### src/rtl/spim_fifo_if.sv
// spim_fifo_if: CPU register-window bus for spim_fifo.
//
// Signals:
//   reg_addr  - 0 selects CTRL, 1 selects DATA
//   reg_wr_en - one-cycle write strobe
//   reg_rd_en - one-cycle read strobe (DATA read pops the RX FIFO)
//   reg_wdata - write data
//   reg_rdata - combinational read data for the current reg_addr
//
// Modports: master (CPU bus decoder side), slave (spim_fifo side).
interface spim_fifo_if;
    logic       reg_addr;
    logic       reg_wr_en;
    logic       reg_rd_en;
    logic [7:0] reg_wdata;
    logic [7:0] reg_rdata;

    modport master (
        output reg_addr, reg_wr_en, reg_rd_en, reg_wdata,
        input  reg_rdata
    );

    modport slave (
        input  reg_addr, reg_wr_en, reg_rd_en, reg_wdata,
        output reg_rdata
    );
endinterface

### src/rtl/spim_fifo.sv
// spim_fifo: SPI master (mode 0) with TX/RX byte FIFOs, NUM_CS chip-selects and a
// programmable SCK divider, driven through a two-register CTRL/DATA window.
//
// Ports:
//   clk6x    - system clock
//   resetn   - asynchronous active-low reset
//   bus      - register window (spim_fifo_if.slave)
//   spi_sck  - SPI clock, idle low
//   spi_mosi - master out
//   spi_miso - master in
//   spi_csn  - active-low chip-selects, one-hot low or all high
//
// Build option: define SPIM_LSB_FIRST_EN to make CTRL[6] (lsb_first) writable and to
// build the LSB-first shift path. Without it CTRL[6] reads 0 and transfers are MSB-first.
module spim_fifo #(
    parameter int unsigned NUM_CS  = 2,
    parameter int unsigned FIFO_AW = 2
) (
    input  logic              clk6x,
    input  logic              resetn,
    spim_fifo_if.slave        bus,
    output logic              spi_sck,
    output logic              spi_mosi,
    input  logic              spi_miso,
    output logic [NUM_CS-1:0] spi_csn
);
    localparam logic [1:0] StIdle  = 2'd0;
    localparam logic [1:0] StShift = 2'd1;
    localparam logic [1:0] StDone  = 2'd2;  // last SCK high phase before the final fall

    localparam logic [FIFO_AW:0] PtrOne = (FIFO_AW + 1)'(1);

    logic ctrl_wr, data_wr, ctrl_rd, data_rd, flush;
    assign ctrl_wr = bus.reg_wr_en & ~bus.reg_addr;
    assign data_wr = bus.reg_wr_en &  bus.reg_addr;
    assign ctrl_rd = bus.reg_rd_en & ~bus.reg_addr;
    assign data_rd = bus.reg_rd_en &  bus.reg_addr;
    assign flush   = ctrl_wr & bus.reg_wdata[7];

    // Control registers
    logic [2:0] cs_sel_q, speed_q;
    logic       rx_ovf_q;
    logic       lsb_first;

    always_ff @(posedge clk6x or negedge resetn) begin
        if (!resetn) begin
            cs_sel_q <= 3'd0;
            speed_q  <= 3'd7;
        end else if (ctrl_wr) begin
            cs_sel_q <= bus.reg_wdata[2:0];
            speed_q  <= bus.reg_wdata[5:3];
        end
    end

    // FIFOs: pointers carry one extra bit to tell full from empty
    logic [FIFO_AW:0] tx_wptr_q, tx_rptr_q, rx_wptr_q, rx_rptr_q;
    logic [7:0]       tx_mem [1 << FIFO_AW];
    logic [7:0]       rx_mem [1 << FIFO_AW];
    logic             tx_empty, tx_full, rx_empty, rx_full;
    logic             tx_push, tx_pop, rx_push, rx_pop, rx_push_ok, ovf_set;
    logic [7:0]       tx_head, rx_head;

    assign tx_empty = (tx_wptr_q == tx_rptr_q);
    assign rx_empty = (rx_wptr_q == rx_rptr_q);
    assign tx_full  = (tx_wptr_q == {~tx_rptr_q[FIFO_AW], tx_rptr_q[FIFO_AW-1:0]});
    assign rx_full  = (rx_wptr_q == {~rx_rptr_q[FIFO_AW], rx_rptr_q[FIFO_AW-1:0]});
    assign tx_head  = tx_mem[tx_rptr_q[FIFO_AW-1:0]];
    assign rx_head  = rx_mem[rx_rptr_q[FIFO_AW-1:0]];

    // A push into a full FIFO is still honoured when a pop frees a slot the same cycle
    assign tx_push    = data_wr & (~tx_full | tx_pop);
    assign rx_pop     = data_rd & ~rx_empty;
    assign rx_push_ok = rx_push & (~rx_full | rx_pop);
    assign ovf_set    = rx_push & rx_full & ~rx_pop;

    always_ff @(posedge clk6x or negedge resetn) begin
        if (!resetn) begin
            tx_wptr_q <= '0;
            tx_rptr_q <= '0;
            rx_wptr_q <= '0;
            rx_rptr_q <= '0;
        end else if (flush) begin
            tx_wptr_q <= '0;
            tx_rptr_q <= '0;
            rx_wptr_q <= '0;
            rx_rptr_q <= '0;
        end else begin
            if (tx_push)    tx_wptr_q <= tx_wptr_q + PtrOne;
            if (tx_pop)     tx_rptr_q <= tx_rptr_q + PtrOne;
            if (rx_push_ok) rx_wptr_q <= rx_wptr_q + PtrOne;
            if (rx_pop)     rx_rptr_q <= rx_rptr_q + PtrOne;
        end
    end

    logic [7:0] rx_sh_q;

    always_ff @(posedge clk6x) begin
        if (tx_push)    tx_mem[tx_wptr_q[FIFO_AW-1:0]] <= bus.reg_wdata;
        if (rx_push_ok) rx_mem[rx_wptr_q[FIFO_AW-1:0]] <= rx_sh_q;
    end

    // Sticky overflow; a set wins over a same-cycle CTRL read clear
    always_ff @(posedge clk6x or negedge resetn) begin
        if (!resetn) rx_ovf_q <= 1'b0;
        else         rx_ovf_q <= ovf_set | (rx_ovf_q & ~ctrl_rd);
    end

    // Shift path
    logic [7:0] tx_sh_q, tx_sh_next, rx_sh_next;
    logic       first_bit, next_bit;

`ifdef SPIM_LSB_FIRST_EN
    logic lsb_first_q;

    always_ff @(posedge clk6x or negedge resetn) begin
        if (!resetn)      lsb_first_q <= 1'b0;
        else if (ctrl_wr) lsb_first_q <= bus.reg_wdata[6];
    end

    assign lsb_first  = lsb_first_q;
    assign first_bit  = lsb_first_q ? tx_head[0] : tx_head[7];
    assign next_bit   = lsb_first_q ? tx_sh_q[1] : tx_sh_q[6];
    assign tx_sh_next = lsb_first_q ? {1'b0, tx_sh_q[7:1]} : {tx_sh_q[6:0], 1'b0};
    assign rx_sh_next = lsb_first_q ? {spi_miso, rx_sh_q[7:1]} : {rx_sh_q[6:0], spi_miso};
`else
    logic unused_lsb;
    assign unused_lsb = bus.reg_wdata[6] ^ tx_sh_q[7];

    assign lsb_first  = 1'b0;
    assign first_bit  = tx_head[7];
    assign next_bit   = tx_sh_q[6];
    assign tx_sh_next = {tx_sh_q[6:0], 1'b0};
    assign rx_sh_next = {rx_sh_q[6:0], spi_miso};
`endif

    // Engine
    logic [1:0]        state_q, state_d;
    logic              sck_q, sck_d, mosi_q, mosi_d;
    logic [NUM_CS-1:0] csn_q, csn_d, csn_dec;
    logic [6:0]        div_q, div_d, half_m1;
    logic [2:0]        bit_cnt_q, bit_cnt_d;
    logic [7:0]        tx_sh_d, rx_sh_d;
    logic              cs_valid, half_done, busy;

    assign half_m1   = 7'((8'd1 << speed_q) - 8'd1);
    assign half_done = (div_q == half_m1);
    assign cs_valid  = (cs_sel_q != 3'd0) && (32'(cs_sel_q) <= NUM_CS);
    assign busy      = (state_q != StIdle) | ~tx_empty;

    always_comb begin
        csn_dec = '1;
        for (int unsigned k = 0; k < NUM_CS; k++) begin
            if (32'(cs_sel_q) == k + 1) csn_dec[k] = 1'b0;
        end
    end

    always_comb begin
        state_d   = state_q;
        sck_d     = sck_q;
        mosi_d    = mosi_q;
        div_d     = div_q;
        bit_cnt_d = bit_cnt_q;
        tx_sh_d   = tx_sh_q;
        rx_sh_d   = rx_sh_q;
        tx_pop    = 1'b0;
        rx_push   = 1'b0;
        // chip-selects only follow cs_sel between bytes
        csn_d     = (state_q == StIdle) ? csn_dec : csn_q;
        if (flush) begin
            state_d = StIdle;
            sck_d   = 1'b0;
            div_d   = '0;
        end else begin
            unique case (state_q)
                StIdle: begin
                    if (!tx_empty && cs_valid) begin
                        tx_pop    = 1'b1;
                        tx_sh_d   = tx_head;
                        mosi_d    = first_bit;
                        div_d     = '0;
                        bit_cnt_d = '0;
                        state_d   = StShift;
                    end
                end
                StShift: begin
                    if (half_done) begin
                        div_d = '0;
                        sck_d = ~sck_q;
                        if (!sck_q) begin
                            rx_sh_d   = rx_sh_next;
                            bit_cnt_d = bit_cnt_q + 3'd1;
                            if (bit_cnt_q == 3'd7) state_d = StDone;
                        end else begin
                            tx_sh_d = tx_sh_next;
                            mosi_d  = next_bit;
                        end
                    end else begin
                        div_d = div_q + 7'd1;
                    end
                end
                StDone: begin
                    if (half_done) begin
                        div_d   = '0;
                        sck_d   = 1'b0;
                        rx_push = 1'b1;
                        state_d = StIdle;
                    end else begin
                        div_d = div_q + 7'd1;
                    end
                end
                default: state_d = StIdle;
            endcase
        end
    end

    always_ff @(posedge clk6x or negedge resetn) begin
        if (!resetn) begin
            state_q   <= StIdle;
            sck_q     <= 1'b0;
            mosi_q    <= 1'b0;
            csn_q     <= '1;
            div_q     <= '0;
            bit_cnt_q <= '0;
            tx_sh_q   <= '0;
            rx_sh_q   <= '0;
        end else begin
            state_q   <= state_d;
            sck_q     <= sck_d;
            mosi_q    <= mosi_d;
            csn_q     <= csn_d;
            div_q     <= div_d;
            bit_cnt_q <= bit_cnt_d;
            tx_sh_q   <= tx_sh_d;
            rx_sh_q   <= rx_sh_d;
        end
    end

    assign spi_sck  = sck_q;
    assign spi_mosi = mosi_q;
    assign spi_csn  = csn_q;

    assign bus.reg_rdata = bus.reg_addr ? (rx_empty ? 8'hFF : rx_head)
                                        : {rx_ovf_q, lsb_first, rx_empty, tx_full, busy, cs_sel_q};
endmodule
### src/flat_wrapper.sv
// flat-port wrapper written by rule: the top's interface ports become plain ports
module spim_fifo_flat 
#(
    parameter int unsigned NUM_CS  = 2,
    parameter int unsigned FIFO_AW = 2
)
  (clk6x, resetn, spi_sck, spi_mosi, spi_miso, spi_csn, bus_reg_addr, bus_reg_wr_en, bus_reg_rd_en, bus_reg_wdata, bus_reg_rdata);
  spim_fifo_if bus_i ();
  input  logic clk6x;
  input  logic resetn;
  output logic spi_sck;
  output logic spi_mosi;
  input  logic spi_miso;
  output logic [NUM_CS-1:0] spi_csn;
  input wire logic [$bits(bus_i.reg_addr)-1:0] bus_reg_addr;
  input wire logic [$bits(bus_i.reg_wr_en)-1:0] bus_reg_wr_en;
  input wire logic [$bits(bus_i.reg_rd_en)-1:0] bus_reg_rd_en;
  input wire logic [$bits(bus_i.reg_wdata)-1:0] bus_reg_wdata;
  output wire logic [$bits(bus_i.reg_rdata)-1:0] bus_reg_rdata;
  assign bus_i.reg_addr = bus_reg_addr;
  assign bus_i.reg_wr_en = bus_reg_wr_en;
  assign bus_i.reg_rd_en = bus_reg_rd_en;
  assign bus_i.reg_wdata = bus_reg_wdata;
  assign bus_reg_rdata = bus_i.reg_rdata;
  spim_fifo #(.NUM_CS(NUM_CS), .FIFO_AW(FIFO_AW)) u_core (.clk6x(clk6x), .resetn(resetn), .bus(bus_i), .spi_sck(spi_sck), .spi_mosi(spi_mosi), .spi_miso(spi_miso), .spi_csn(spi_csn));
endmodule
### config.mk
export PLATFORM = sky130hd
export DESIGN_NAME = spim_fifo_flat
export DESIGN_NICKNAME = d
export VERILOG_FILES = /design/src/rtl/spim_fifo_if.sv /design/src/rtl/spim_fifo.sv /design/src/flat_wrapper.sv
export SDC_FILE = /design/constraint.sdc
export NUM_CORES = 1
export LEC_CHECK = 0
export ABC_AREA = 1
export CORE_ASPECT_RATIO = 1.2
export CORE_MARGIN = 5
export CORE_UTILIZATION = 40
export CTS_CLUSTER_DIAMETER = 80
export CTS_CLUSTER_SIZE = 14
export DETAILED_ROUTE_END_ITERATION = 16
export GPL_ROUTABILITY_DRIVEN = 0
export MAX_ROUTING_LAYER = met4
export PLACE_DENSITY = 0.62
export RECOVER_POWER = 25
export SLEW_MARGIN = 20
export SYNTH_ARGS = -nofsm -noshare
export SYNTH_HDL_FRONTEND = slang
export SYNTH_SLANG_ARGS = --single-unit
### constraint.sdc
create_clock -name clk6x -period 2.81 [get_ports clk6x]
set_input_delay 0.7025 -clock clk6x [delete_from_list [all_inputs] [get_ports clk6x]]
set_output_delay 0.7025 -clock clk6x [all_outputs]
set_load 0.05 [all_outputs]
==> results of run 1 <==
==> synth_stat cells (all sizes together) <==
library cell / instances / area, µm²
nand2: 171 / 672
edfxtp: 64 / 1920
inv: 54 / 205
nor2: 51 / 226
dfrtp: 45 / 1130
nand3: 39 / 240
a21oi: 29 / 145
o21ai: 26 / 130
nand4: 21 / 138
ha: 18 / 225
buf: 11 / 93.8
xor2: 9 / 78.8
clkbuf: 8 / 41.3
o31ai: 8 / 60.1
dfstp: 5 / 131
o22ai: 5 / 31.3
xnor2: 5 / 43.8
clkinv: 4 / 15.0
a2bb2oi: 3 / 26.3
a32oi: 2 / 17.5
nand3b: 2 / 15.0
nor3: 2 / 10.0
o22a: 2 / 17.5
a211oi: 1 / 7.51
a32o: 1 / 10.0
o32a: 1 / 10.0
==> cell type report <==
| cell class | count | area share, % |
|---|---|---|
| flip-flops and latches | 114 | 47.0 |
| multi-input cells | 396 | 31.2 |
| well taps | 171 | 3.16 |
| clock inverters | 13 | 1.66 |
| repair buffers | 48 | 7.34 |
| clock buffers | 19 | 6.40 |
| inverters | 58 | 3.29 |
==> per-stage QoR <==
step                hold WS (ps)  cell area [µm²]  TNS [ps]  util [%]  worst slack (ps)
detailed placement           459             6210         0      44.9               133
global placement             457             6210         0      44.9               177
global route                 498             6770    -0.429      49.0            -0.406
CTS                          414             6760         0      48.9              29.0
finish                       465             6770         0      49.0               102
floorplan                    407             5640         0         -               164
==> critical path, delay by kind of cell, from the launching register on <==
family                    cells  cell delay [ps]
AOI/OAI and AO/OA             1              280
xor gates and xnor gates      1              180
buffers and inverters         1              180
and+or+nand+nor               3              480
DFF                           1              470
==> worst paths after layout <==
kind / slack (ps) / from / end / cells past startpoint
max: 100 / u_core.rx_rptr_q[1] / bus_reg_rdata[1] / 6
max reg2reg: 230 / u_core.speed_q[1] / u_core.rx_mem[2][4] / 13
max in group asynchronous: 770 / resetn / u_core.rx_rptr_q[1] / 2
min in group asynchronous: 860 / resetn / u_core.tx_sh_q[5] / 1
min reg2reg: 460 / u_core.spi_mosi / u_core.spi_mosi / 2
min: 460 / u_core.spi_mosi / u_core.spi_mosi / 2
==> what timing repair did <==
item / in CTS / in global routing
setup endpoints to repair: 7 / 26
pin swaps: 0 / 1
setup buffers: 0 / 1
endpoints found under the hold margin: 0 / 0
resized for setup: 2 / 3
==> registers in the layout (all words and copies together) (netlist names), 7 cells and up <==
name / flops
u_core.div_q: 7
u_core.rx_mem: 32
u_core.rx_sh_q: 8
u_core.tx_mem: 32
u_core.tx_sh_q: 7
==> power groups by stage <==
| stage | Clock [µW] | Combinational, µW | Sequential, µW |
|---|---|---|---|
| 6_report | 1950 | 2450 | 2170 |
| 5_1_grt | 2060 | 2720 | 2200 |
| 4_1_cts | 1990 | 2470 | 2170 |
| 3_5_place_dp | 0 | 2450 | 2200 |
| 3_3_place_gp | 0 | 2420 | 2190 |
| 2_1_floorplan | 0 | 1630 | 2230 |
==> cell families after synthesis <==
logic type	after synthesis
simple gates	286
flops	114
compound gates	78
buf+inv	77
fa+ha+maj	18
xor+xnor	14
==> layer usage <==
layer	vias up	wire (µm)	share of wire, %
li1	2079	-	-
met1	2021	5290	42
met2	101	6270	50
met3	32	481	3.9
met4	0	410	3.3
met5	-	0	0
==> qor.yml, run 1 <==
pwr:
  power.internal_uw: 4090
  switching_share_pct: 37.9
  finalPower_uw: 6580
  power_density_nw_per_um2: 972
  p_seq_share_pct: 33.0
  max-vdd-ir-drop_v: 0.000607
  power_switching_uw: 2490
  combPwrFrac_pct: 37.3
  p_leak_uw: 0.00298
  clockPowerShare_pct: 29.7
worst_setup_path:
  crit_path_top_delay_cell: "dfrtp_2"
  crit_path_max_incr_delay_ps: 470
  critPathLaunchType: "flip-flop"
  required_ps: 2110
  crit_type: "reg2out"
  end_kind: "primary output"
  crit_chain: "xor2_1, nor2_1, nand2_1, nand2_2, a2bb2oi_1, buf_12"
  cp.arrival_ps: 2010
  critPathMaxFanout: 8
drt:
  finalWirelength_um: 12500
  avgViaCountPerCell: 5.17
  vias: 4233
  drtIter0Drc: 266
  first_pass_iters: 6
  drc: 0
  ant_nets: 0
  wl_per_cell_um: 15.2
global_routing:
  grt_antenna_before_repair: 0
  grt_pass1_vias: 4356
  grt_max_degree: 35
  top_usage_layer: "met2"
  grt.met1_usage_pct: 19.2
  grt_overflow: 0
  grt_use_met3_pct: 3.59
  use_met2_pct: 27.0
  grt_pass1_wl_um: 21200
  gr-usage-all-layers_pct: 16.4
yosys:
  synth_top_family_by_area: "simple AND/OR/NAND/NOR gates"
  yosysUniqueCellTypes: 42
  avgSynthCellArea_um2: 9.61
  synth_nets: 619
  yosysWarnings: 0
  ys_ff_latch: 114
  muxShareOfSynthArea_pct: 0
  synth.cell_area_um2: 5640
  synth_compound_area_share_pct: 8.08
  synthXorXnorAreaFrac_pct: 2.17
  yosysSeqAreaShare_pct: 56.4
  synth_adder_area_share_pct: 3.99
  syn_inst: 587
  yosys.area_share.simple_pct: 23.1
timing:
  slew_headroom_pct: -33.7
  fmax_mhz: 369
  drv_slew: 35
  period_minus_slack_ps: 2710
  worst_pin_slew_ps: 2010
  setup_viol: 0
  fin_skew_ps: 9.22
  hold_viol: 0
  finalCritPeriodShare_pct: 96.4
run_status:
  status: "finished, violations left"
  violations: "capacitance limit, slew limit"
clocking:
  holdBufCountCts: 0
  clockBufferDepth: 2
  cts_buffers: 17
  cts-root-buf: "clkbuf_16"
  cts_tree: "built"
  htreeDepth: 4
  clkTransAtPathRegs_ps: 50
  worstSkewPairLatency_ps: 410
  clock_sinks: 114
layout:
  seq_area_um2: 3180
  final_nets: 667
  drive_above_1_share_pct: 15.6
  mostFrequentLayoutCell: "nand2_1"
  multi_input_area_um2: 2110
  stdcell_count: 819
  num-fill-cells: 1251
  layout_common_cells: "nand2_1, edfxtp_1, inv_1"
  area_growth_pct: 20.0
  diodes: 0
place:
  numPlacedInstances: 786
  io_buffers: 25
  dpl.hpwl_um: 9260
floorplanning:
  die_area_um2: 16600
  die_h_um: 140
  start_util_pct: 40.8
  rows: 47
  chipWidth_um: 118
  core_um2: 13800
  io_pins: 26
hold_path:
  hold_path.class: "reg2reg"
flow_run:
  drv_cap: 1
Note: power is estimated with default switching activity, not from simulation.
==> run 2: changes to the inputs <==
--- a/config.mk
+++ b/config.mk
@@ -18,3 +18,2 @@
 export RECOVER_POWER = 25
-export SLEW_MARGIN = 20
 export SYNTH_ARGS = -nofsm -noshare
==> constraint.sdc (replaced) <==
create_clock -name clk6x -period 2.81 [get_ports clk6x]
set_input_delay 0.562 -clock clk6x [delete_from_list [all_inputs] [get_ports clk6x]]
set_output_delay 0.562 -clock clk6x [all_outputs]
set_load 0.05 [all_outputs]
==> run 2 against run 1 <==
  * The run now ends clean
  * Hold slack got worse by 160 ps
  * Clock power rose by 6%
  * Combinational power fell by 2%
  * Clock skew rose by 2.7 ps
  * Critical endpoint unchanged
  * Highest routed layer unchanged
  * Largest power group unchanged
  * Core utilization rose by 0.054 points
  * Power rose by 1.0%
  * Register-to-register slack improved by 90 ps
==> qor.yml, run 2 (same netlist as run 1, synthesis figures left out) <==
layout:
  mostFrequentLayoutCell: "nand2_1"
  multi_input_area_um2: 2100
  diodes: 0
  seq_area_um2: 3180
  layout_common_cells: "nand2_1, edfxtp_1, inv_1"
  final_nets: 668
  num-fill-cells: 1232
  area_growth_pct: 20.2
  drive_above_1_share_pct: 14.9
drt:
  drc: 0
  ant_nets: 0
  routed.top_layer: "met4"
  wl_met2_um: 6330
  wl_met1_um: 5370
  avgViaCountPerCell: 5.11
  wl_per_cell_um: 15.1
  vias: 4187
  drtIter0Drc: 231
  met3_wirelength_um: 355
  first_pass_iters: 4
  finalWirelength_um: 12400
timing:
  hold_viol: 0
  slew_headroom_pct: 32.8
  worst_pin_slew_ps: 1010
  finalSetupTns_ps: 0
  period_minus_slack_ps: 2650
  fin_skew_ps: 11.9
  drv_slew: 0
  finalCritPeriodShare_pct: 94.2
  fmax_mhz: 378
  setup_viol: 0
  rsz0062_at_grt: "false"
floorplanning:
  die_area_um2: 16600
  rows: 47
  start_util_pct: 40.8
  io_pins: 26
  core_um2: 13800
  chipWidth_um: 118
  die_h_um: 140
clocking:
  clock_sinks: 114
  clockBufferDepth: 2
  cts-root-buf: "clkbuf_16"
  htreeDepth: 4
  cts_resized: 0
  worstSkewPairLatency_ps: 410
  cts_tree: "built"
  clkTransAtPathRegs_ps: 50
  cts_buffers: 17
worst_setup_path:
  critPathMaxFanout: 8
  required_ps: 2250
  rrSetupSlack_ps: 320
  crit_type: "reg2out"
  end_kind: "primary output"
  cp.arrival_ps: 2090
  critPathLaunchType: "flip-flop"
global_routing:
  gr-usage-all-layers_pct: 16.1
  grt_antenna_before_repair: 0
  grt_pass1_vias: 4155
  grt_overflow: 0
  grt_max_degree: 21
  grt_pass1_wl_um: 20600
place:
  dpl.hpwl_um: 9190
  io_buffers: 25
pwr:
  finalPower_uw: 6640
  p_leak_uw: 0.00299
  max-vdd-ir-drop_v: 0.000584
  power_density_nw_per_um2: 980
hold_path:
  hold_path.class: "in2async"
run_status:
  status: "finished, final reports clean"
flow_run:
  drv_cap: 0
==> run 2: what timing repair did <==
action	in CTS	in global routing
hold buffers	0	0
buffers inserted	0	2
setup endpoints to repair	0	8
==> run 2: stage by stage <==
stage	hold WS (ps)	utilization (%)	setup WS, ps	area, µm²	instances
after floorplan	266	-	304	5640	587
after global placement	455	44.8	297	6200	786
after detailed placement	464	44.8	197	6200	786
after CTS	84.4	49.0	136	6770	818
after global routing	367	49.0	42.5	6780	820
final	301	49.0	162	6780	820
==> run 2: area by class of cell <==
class / count / share of cell area, %
inverters: 58 / 3.25
clock buffers: 20 / 6.44
well taps: 171 / 3.16
multi-input cells: 396 / 31.1
repair buffers: 49 / 7.20
flip-flops and latches: 114 / 46.9
clock inverters: 12 / 1.98
==> run 2: where the power goes <==
group | internal, µW | total (µW) | switching (µW)
Combinational | 865 | 2400 | 1540
Sequential | 1990 | 2180 | 189
Clock | 1300 | 2060 | 756
Total | 4160 | 6640 | 2480
==> run 2: worst max-delay path, stage by stage (launching register included) <==
cell       delay [ps]
dfrtp_1           500
xor2_1            210
nor2_1            140
nand2_1           120
nand2_1           230
a2bb2oi_1         300
buf_12            180
==> run 2: path summary, 6_finish.rpt <==
| kind | from | to | cells after the start |
|---|---|---|---|
| hold / removal | resetn | u_core.tx_sh_q[4] | 1 |
| max in group asynchronous | resetn | u_core.rx_sh_q[6] | 2 |
| setup / recovery | u_core.rx_rptr_q[1] | bus_reg_rdata[1] | 6 |
| setup reg to reg | u_core.speed_q[2] | u_core.rx_mem[0][6] | 13 |
| hold reg to reg | u_core.spi_mosi | u_core.spi_mosi | 2 |
| min in group clk6x | u_core.spi_mosi | u_core.spi_mosi | 2 |
==> run 2: per-layer routing <==
metal	track usage, %	vias to the layer above
met1	18.9	2009
li1	-	2080
met5	-	-
met4	7.64	0
met2	26.4	74
met3	3.71	24
